**config.mk**
```make
export PLATFORM = sky130hd
export DESIGN_NAME = fifo_destino
export DESIGN_NICKNAME = d
export VERILOG_FILES = /design/src/rtl/fifo_destino_pkg.sv /design/src/rtl/fifo_destino_memoria_dp.sv /design/src/rtl/fifo_destino.sv
export SDC_FILE = /design/constraint.sdc
export NUM_CORES = 1
export LEC_CHECK = 0
export ABC_AREA = 1
export BUFFER_PORTS_ARGS = -buffer_cell sky130_fd_sc_hd__buf_4
export CORE_AREA = 5 5 101 122
export DETAILED_ROUTE_END_ITERATION = 10
export DIE_AREA = 0 0 106 127
export GPL_ROUTABILITY_DRIVEN = 0
export PLACE_DENSITY = 0.51
export SYNTH_ARGS = -nofsm -noshare
export SYNTH_HDL_FRONTEND = slang
export SYNTH_SLANG_ARGS = --single-unit
```
**constraint.sdc**
```tcl
create_clock -name clk -period 2.6 [get_ports clk]
set_clock_uncertainty 0.1 [all_clocks]
set_input_delay 0.39 -clock clk [delete_from_list [all_inputs] [get_ports clk]]
set_output_delay 0.39 -clock clk [all_outputs]
set_load 0.02 [all_outputs]
```
**src/rtl/fifo_destino_pkg.sv**
```systemverilog
// Shared router definitions: FIFO geometry defaults and the position of the
// destination field inside a word, used by the FIFO and the arbiter.
package fifo_destino_pkg;

  localparam int DATA_WIDTH_DEF = 6;
  localparam int DEPTH_DEF      = 8;
  localparam int AF_THRESH_DEF  = 6;
  localparam int AE_THRESH_DEF  = 1;

  // Destination field occupies the two most significant bits of a word.
  localparam int DEST_W   = 2;
  localparam int DEST_MSB = DATA_WIDTH_DEF - 1;
  localparam int DEST_LSB = DATA_WIDTH_DEF - DEST_W;

endpackage

```
**src/rtl/fifo_destino_memoria_dp.sv**
```systemverilog
// Storage for fifo_destino: DEPTH x DATA_WIDTH register file with one
// synchronous write port and one combinational (fall-through) read port.
// Contents are deliberately not reset.
module memoria_dp #(
  parameter int DATA_WIDTH = 6,
  parameter int DEPTH      = 8,
  localparam int AW        = $clog2(DEPTH)
) (
  input  logic                  clk,
  input  logic                  we,
  input  logic [AW-1:0]         waddr,
  input  logic [DATA_WIDTH-1:0] wdata,
  input  logic [AW-1:0]         raddr,
  output logic [DATA_WIDTH-1:0] rdata
);

  logic [DATA_WIDTH-1:0] mem [DEPTH];

  // Write port: store wdata on the rising edge when enabled.
  always_ff @(posedge clk) begin
    if (we) mem[waddr] <= wdata;
  end

  // Read port: combinational so the head word is visible without a pop.
  always_comb begin
    rdata = mem[raddr];
  end

endmodule

```
**src/rtl/fifo_destino.sv**
```systemverilog
// Destination FIFO feeding the router arbiter. First-word-fall-through:
// the head word and its destination field are always presented; the arbiter
// retires it by raising pop. Pointers, occupancy and flags live here, storage
// lives in memoria_dp.
//
// Handshake: push/pop are sampled on each rising edge. A pop retires the head
// only when the FIFO is non-empty; a push is accepted when the FIFO is not full
// or when a pop retires a word in the same cycle (pop evaluated first). A pop
// on empty or a push on full without pop sets the sticky error flag. Operations
// presented on the first edge after reset release are ignored.
module fifo_destino
  import fifo_destino_pkg::*;
#(
  parameter int DATA_WIDTH = DATA_WIDTH_DEF,
  parameter int DEPTH      = DEPTH_DEF,
  parameter int AF_THRESH  = AF_THRESH_DEF,
  parameter int AE_THRESH  = AE_THRESH_DEF
) (
  input  logic                  clk,
  input  logic                  reset,
  input  logic                  push,
  input  logic [DATA_WIDTH-1:0] data_in,
  input  logic                  pop,
  output logic [DATA_WIDTH-1:0] data_out,
  output logic [DEST_W-1:0]     dest,
  output logic                  fifo_empty,
  output logic                  fifo_full,
  output logic                  almost_full,
  output logic                  almost_empty,
  output logic                  error
);

  localparam int AW = $clog2(DEPTH);
  localparam int CW = AW + 1;
  localparam logic [CW-1:0] FULL_C = CW'(DEPTH);
  localparam logic [CW-1:0] AF_C   = CW'(AF_THRESH);
  localparam logic [CW-1:0] AE_C   = CW'(AE_THRESH);

  logic [AW-1:0]         rd_ptr;
  logic [AW-1:0]         wr_ptr;
  logic [CW-1:0]         count;
  logic [CW-1:0]         count_next;
  logic                  active;
  logic                  do_push;
  logic                  do_pop;
  logic                  err_evt;
  logic [DATA_WIDTH-1:0] rd_data;

  memoria_dp #(
    .DATA_WIDTH(DATA_WIDTH),
    .DEPTH     (DEPTH)
  ) u_mem (
    .clk  (clk),
    .we   (do_push),
    .waddr(wr_ptr),
    .wdata(data_in),
    .raddr(rd_ptr),
    .rdata(rd_data)
  );

  // Flags decoded straight from the occupancy register.
  always_comb begin
    fifo_empty   = (count == '0);
    fifo_full    = (count == FULL_C);
    almost_full  = (count >= AF_C);
    almost_empty = (count <= AE_C);
  end

  // Accept/reject decision: pop first, so a full FIFO can push while popping.
  always_comb begin
    do_pop  = active && pop && !fifo_empty;
    do_push = active && push && (!fifo_full || do_pop);
    err_evt = active && ((pop && fifo_empty) || (push && fifo_full && !pop));
    case ({do_push, do_pop})
      2'b10:   count_next = count + CW'(1);
      2'b01:   count_next = count - CW'(1);
      default: count_next = count;
    endcase
  end

  // Pointer, occupancy and sticky error state; `active` masks the first edge
  // after reset release so a request overlapping the release is dropped.
  always_ff @(posedge clk or posedge reset) begin
    if (reset) begin
      rd_ptr <= '0;
      wr_ptr <= '0;
      count  <= '0;
      error  <= 1'b0;
      active <= 1'b0;
    end else begin
      active <= 1'b1;
      count  <= count_next;
      if (do_push) wr_ptr <= wr_ptr + AW'(1);
      if (do_pop)  rd_ptr <= rd_ptr + AW'(1);
      if (err_evt) error  <= 1'b1;
    end
  end

  // Head word and its destination; forced to zero while empty.
  always_comb begin
    data_out = fifo_empty ? '0 : rd_data;
    dest     = data_out[DATA_WIDTH-1 -: DEST_W];
  end

endmodule

```
==> out/results.ini <==
[cts]
clock_latency_ns=0.32
clk_pin_slew_ns=0.05
cts_tree=yes
cts_buffers=9
clock-root-buffer=clkbuf_16
clk_path_buf_depth=2
cts.sinks=60
h-tree-depth=3

[run]
maxCapViolations=0

[power_and_ir_drop]
p_leak_nw=1.346
p_sw_w=0.001501
switching_share_pct=36.99
pwr_density_cell_nw_per_um2=1200
seqPwrFrac_pct=32.4
comb_power_share_pct=36.8
worst_ir_drop_vdd_v=0.0006657
p_int_w=0.002557
power.share.clock_pct=30.8

[detailed_routing]
antenna_left=0
wl_per_cell_um=13.31
vias_per_cell=4.302
drt-pass1-iter-count=4
wl_um=5644
drc=0
via_count=1824
first_iter_violations=120

[setup_path]
crit_fanout=25
worstSetupPathType=reg -> out
ff2ff_path_depth=9
endpoint_kind=primary output
worst_ep_required_time_ns=2.11
crit_path_cell_trace=inv_2 > nor2_1 > o21ai_0 > nor2_1 > nor2_1 > buf_4
critical-path-max-stage-delay_ns=0.48
crit_path_frequent_cell=nor2_1
worstPathArrival_ns=1.86
r2r-start=count[0]$_DFFE_PP0P_
critical-path-slowest-cell=dfrtp_2
cp-start-kind=register
cp-startpoint=rd_ptr[0]$_DFFE_PP0P_

[sta]
fmaxAchievable_mhz=426.1
period_share_pct=90.26
max_slew_margin_pct=59.06
slew_viol_final=0
finalHoldViolCount=0
setup_viol=0
rsz0062_at_grt=false
finalSetupTns_ns=0
tightest_slew_ns=0.6118
fin_crit_ns=2.347

[grt]
gr-usage-met1_pct=11.23
grt_pass1_wl_um=9232
grtUsageMet2_pct=14.53
gr-usage-met3_pct=1.917
grt_usage_pct=8.969
top_usage_layer=met2
grt_max_degree=26
antenna_found_initial=0
gr-total-overflow=0
first_global_vias=1877

[logic_synthesis]
yosysSeqAreaShare_pct=62.48
yosysTopAreaCell=edfxtp_1
yosys_register_bits=60
synth-edff-count=48
yosysWarnings=0
synth_top_cell_area_share_pct=51.71
syn_nets=279
yosys-top-cells-count=nor2_1, edfxtp_1, nand2_1
synth_area_leaders=edfxtp_1, dfrtp_1, nor2_1, o21ai_0, nand2_1
yosysUniqueCellTypes=27
syn_avg_cell_area_um2=10.60
synth-async-reset-ratio_pct=20.00
syn-cell-area_um2=2788
yosysMostFrequentCell=nor2_1
synthFlopType=edfxtp_1
syn_inst=263

[floorplanning]
core-area_um2=10930
fp.dieH_um=127
fp.dieW_um=106
die_area_um2=13460
start_util_pct=25.50
io_pins=23
rows=42

[cells_and_area]
register_area_um2=1743
nFillCells=1092
n_antenna_cell=0
layout-drive-gt1-share_pct=20.55
nets=303
fin_area_um2=3381
areaGrowthSynthToFinish_pct=21.27
multiInputGateArea_um2=902.1

[hold_path]
whs_path_depth=1
min-delay-start=data_in[0]
min_path_type=in -> reg

[place]
post-dp-hpwl_um=4013
portBuffers=22
postPlaceCellArea_um2=3047

[outcome]
status=finished clean

## per-stage QoR
| stage | std cells | worst slack (ns) | power, W | util, % | hold WS [ns] |
|---|---|---|---|---|---|
| final | 424 | 0.2533 | 0.004057 | 30.93 | 0.2127 |
| after global routing | 424 | 0.05974 | 0.004339 | 30.93 | 0.2107 |
| after CTS | 424 | 0.1336 | 0.004096 | 30.87 | 0.2051 |
| after detailed placement | 407 | 0.3214 | 0.002834 | 27.87 | 0.3463 |
| after global placement | 407 | 0.3485 | 0.002835 | 27.87 | 0.3419 |
| after floorplan | 263 | 0.4648 | 0.002421 | - | 0.1547 |
## flip-flops by register name (all words and copies together), names as in the netlist
register	count
active	1
wr_ptr	3
count	4
error	1
u_mem.mem	48
rd_ptr	3
## routing by layer
layer	share of wire (%)	routed length, um
met1	47	2626
met2	49	2746
met3	3.2	181
met4	1.6	90
met5	0	0
## timing repair
item / 4_1_cts / 5_1_grt
buffers inserted: 0 / 0
gates resized for setup: 0 / 2
hold buffers: 1 / 0
setup endpoints to repair: 0 / 4
endpoints found under the hold margin: 12 / 0
## cell usage in the layout, fill, tap and decap left out, drive strengths merged
cell type	count
or2	1
clkbuf	10
nand3	16
edfxtp	48
o221ai	1
dfrtp	12
clkinv	2
xor2	2
inv	16
a21oi	1
nand4	1
xnor2	3
nor2	67
nand2	41
bufinv	2
dlygate4sd3	1
buf	24
ha	6
conb	1
o21ai	35
clkinvlp	2
## final timing paths
check | slack [ns] | to
max in group asynchronous | 1.51 | rd_ptr[0]$_DFFE_PP0P_
hold reg to reg | 0.39 | error$_DFFE_PP0P_
min in group asynchronous | 0.54 | error$_DFFE_PP0P_
setup / recovery | 0.25 | dest[1]
setup reg to reg | 0.30 | u_mem.mem[3][0]$_DFFE_PP_
hold / removal | 0.21 | u_mem.mem[6][0]$_DFFE_PP_
## final cells by class
type                    count  share of cell area (%)
clock buffers              10                   6.773
clock inverters             6                   2.628
inverters                  16                   1.850
multi-input cells         175                   26.68
flip-flops and latches     60                   51.55
well taps                 132                   4.885
repair buffers             25                   5.625
## worst max-delay path: cells and delay by family (launching register included)
kind / cells / cell delay, ns
AO/OA/AOI/OAI: 1 / 0.22
buffers and inverters: 2 / 0.50
flip-flops: 1 / 0.48
AND/OR/NAND/NOR: 3 / 0.33
## power by group through the flow
stage          clock [W]  combinational (W)  sequential (W)
5_1_grt          0.00132            0.00168         0.00134
4_1_cts          0.00128            0.00151         0.00131
3_5_place_dp           0            0.00151         0.00133
3_3_place_gp           0            0.00151         0.00133
6_report         0.00125            0.00149         0.00131
2_1_floorplan          0            0.00117         0.00125
## cell families after synthesis
logic type / after synthesis / share of synthesized area (%)
adders and majority gates: 6 / 2.693
AOI/OAI and AO/OA: 37 / 6.777
DFF: 60 / 62.48
buffers and inverters: 28 / 5.341
and+or+nand+nor: 126 / 21.01
other: 1 / 0.1345
xor gates and xnor gates: 5 / 1.571
(Power assumes the default switching activity.)
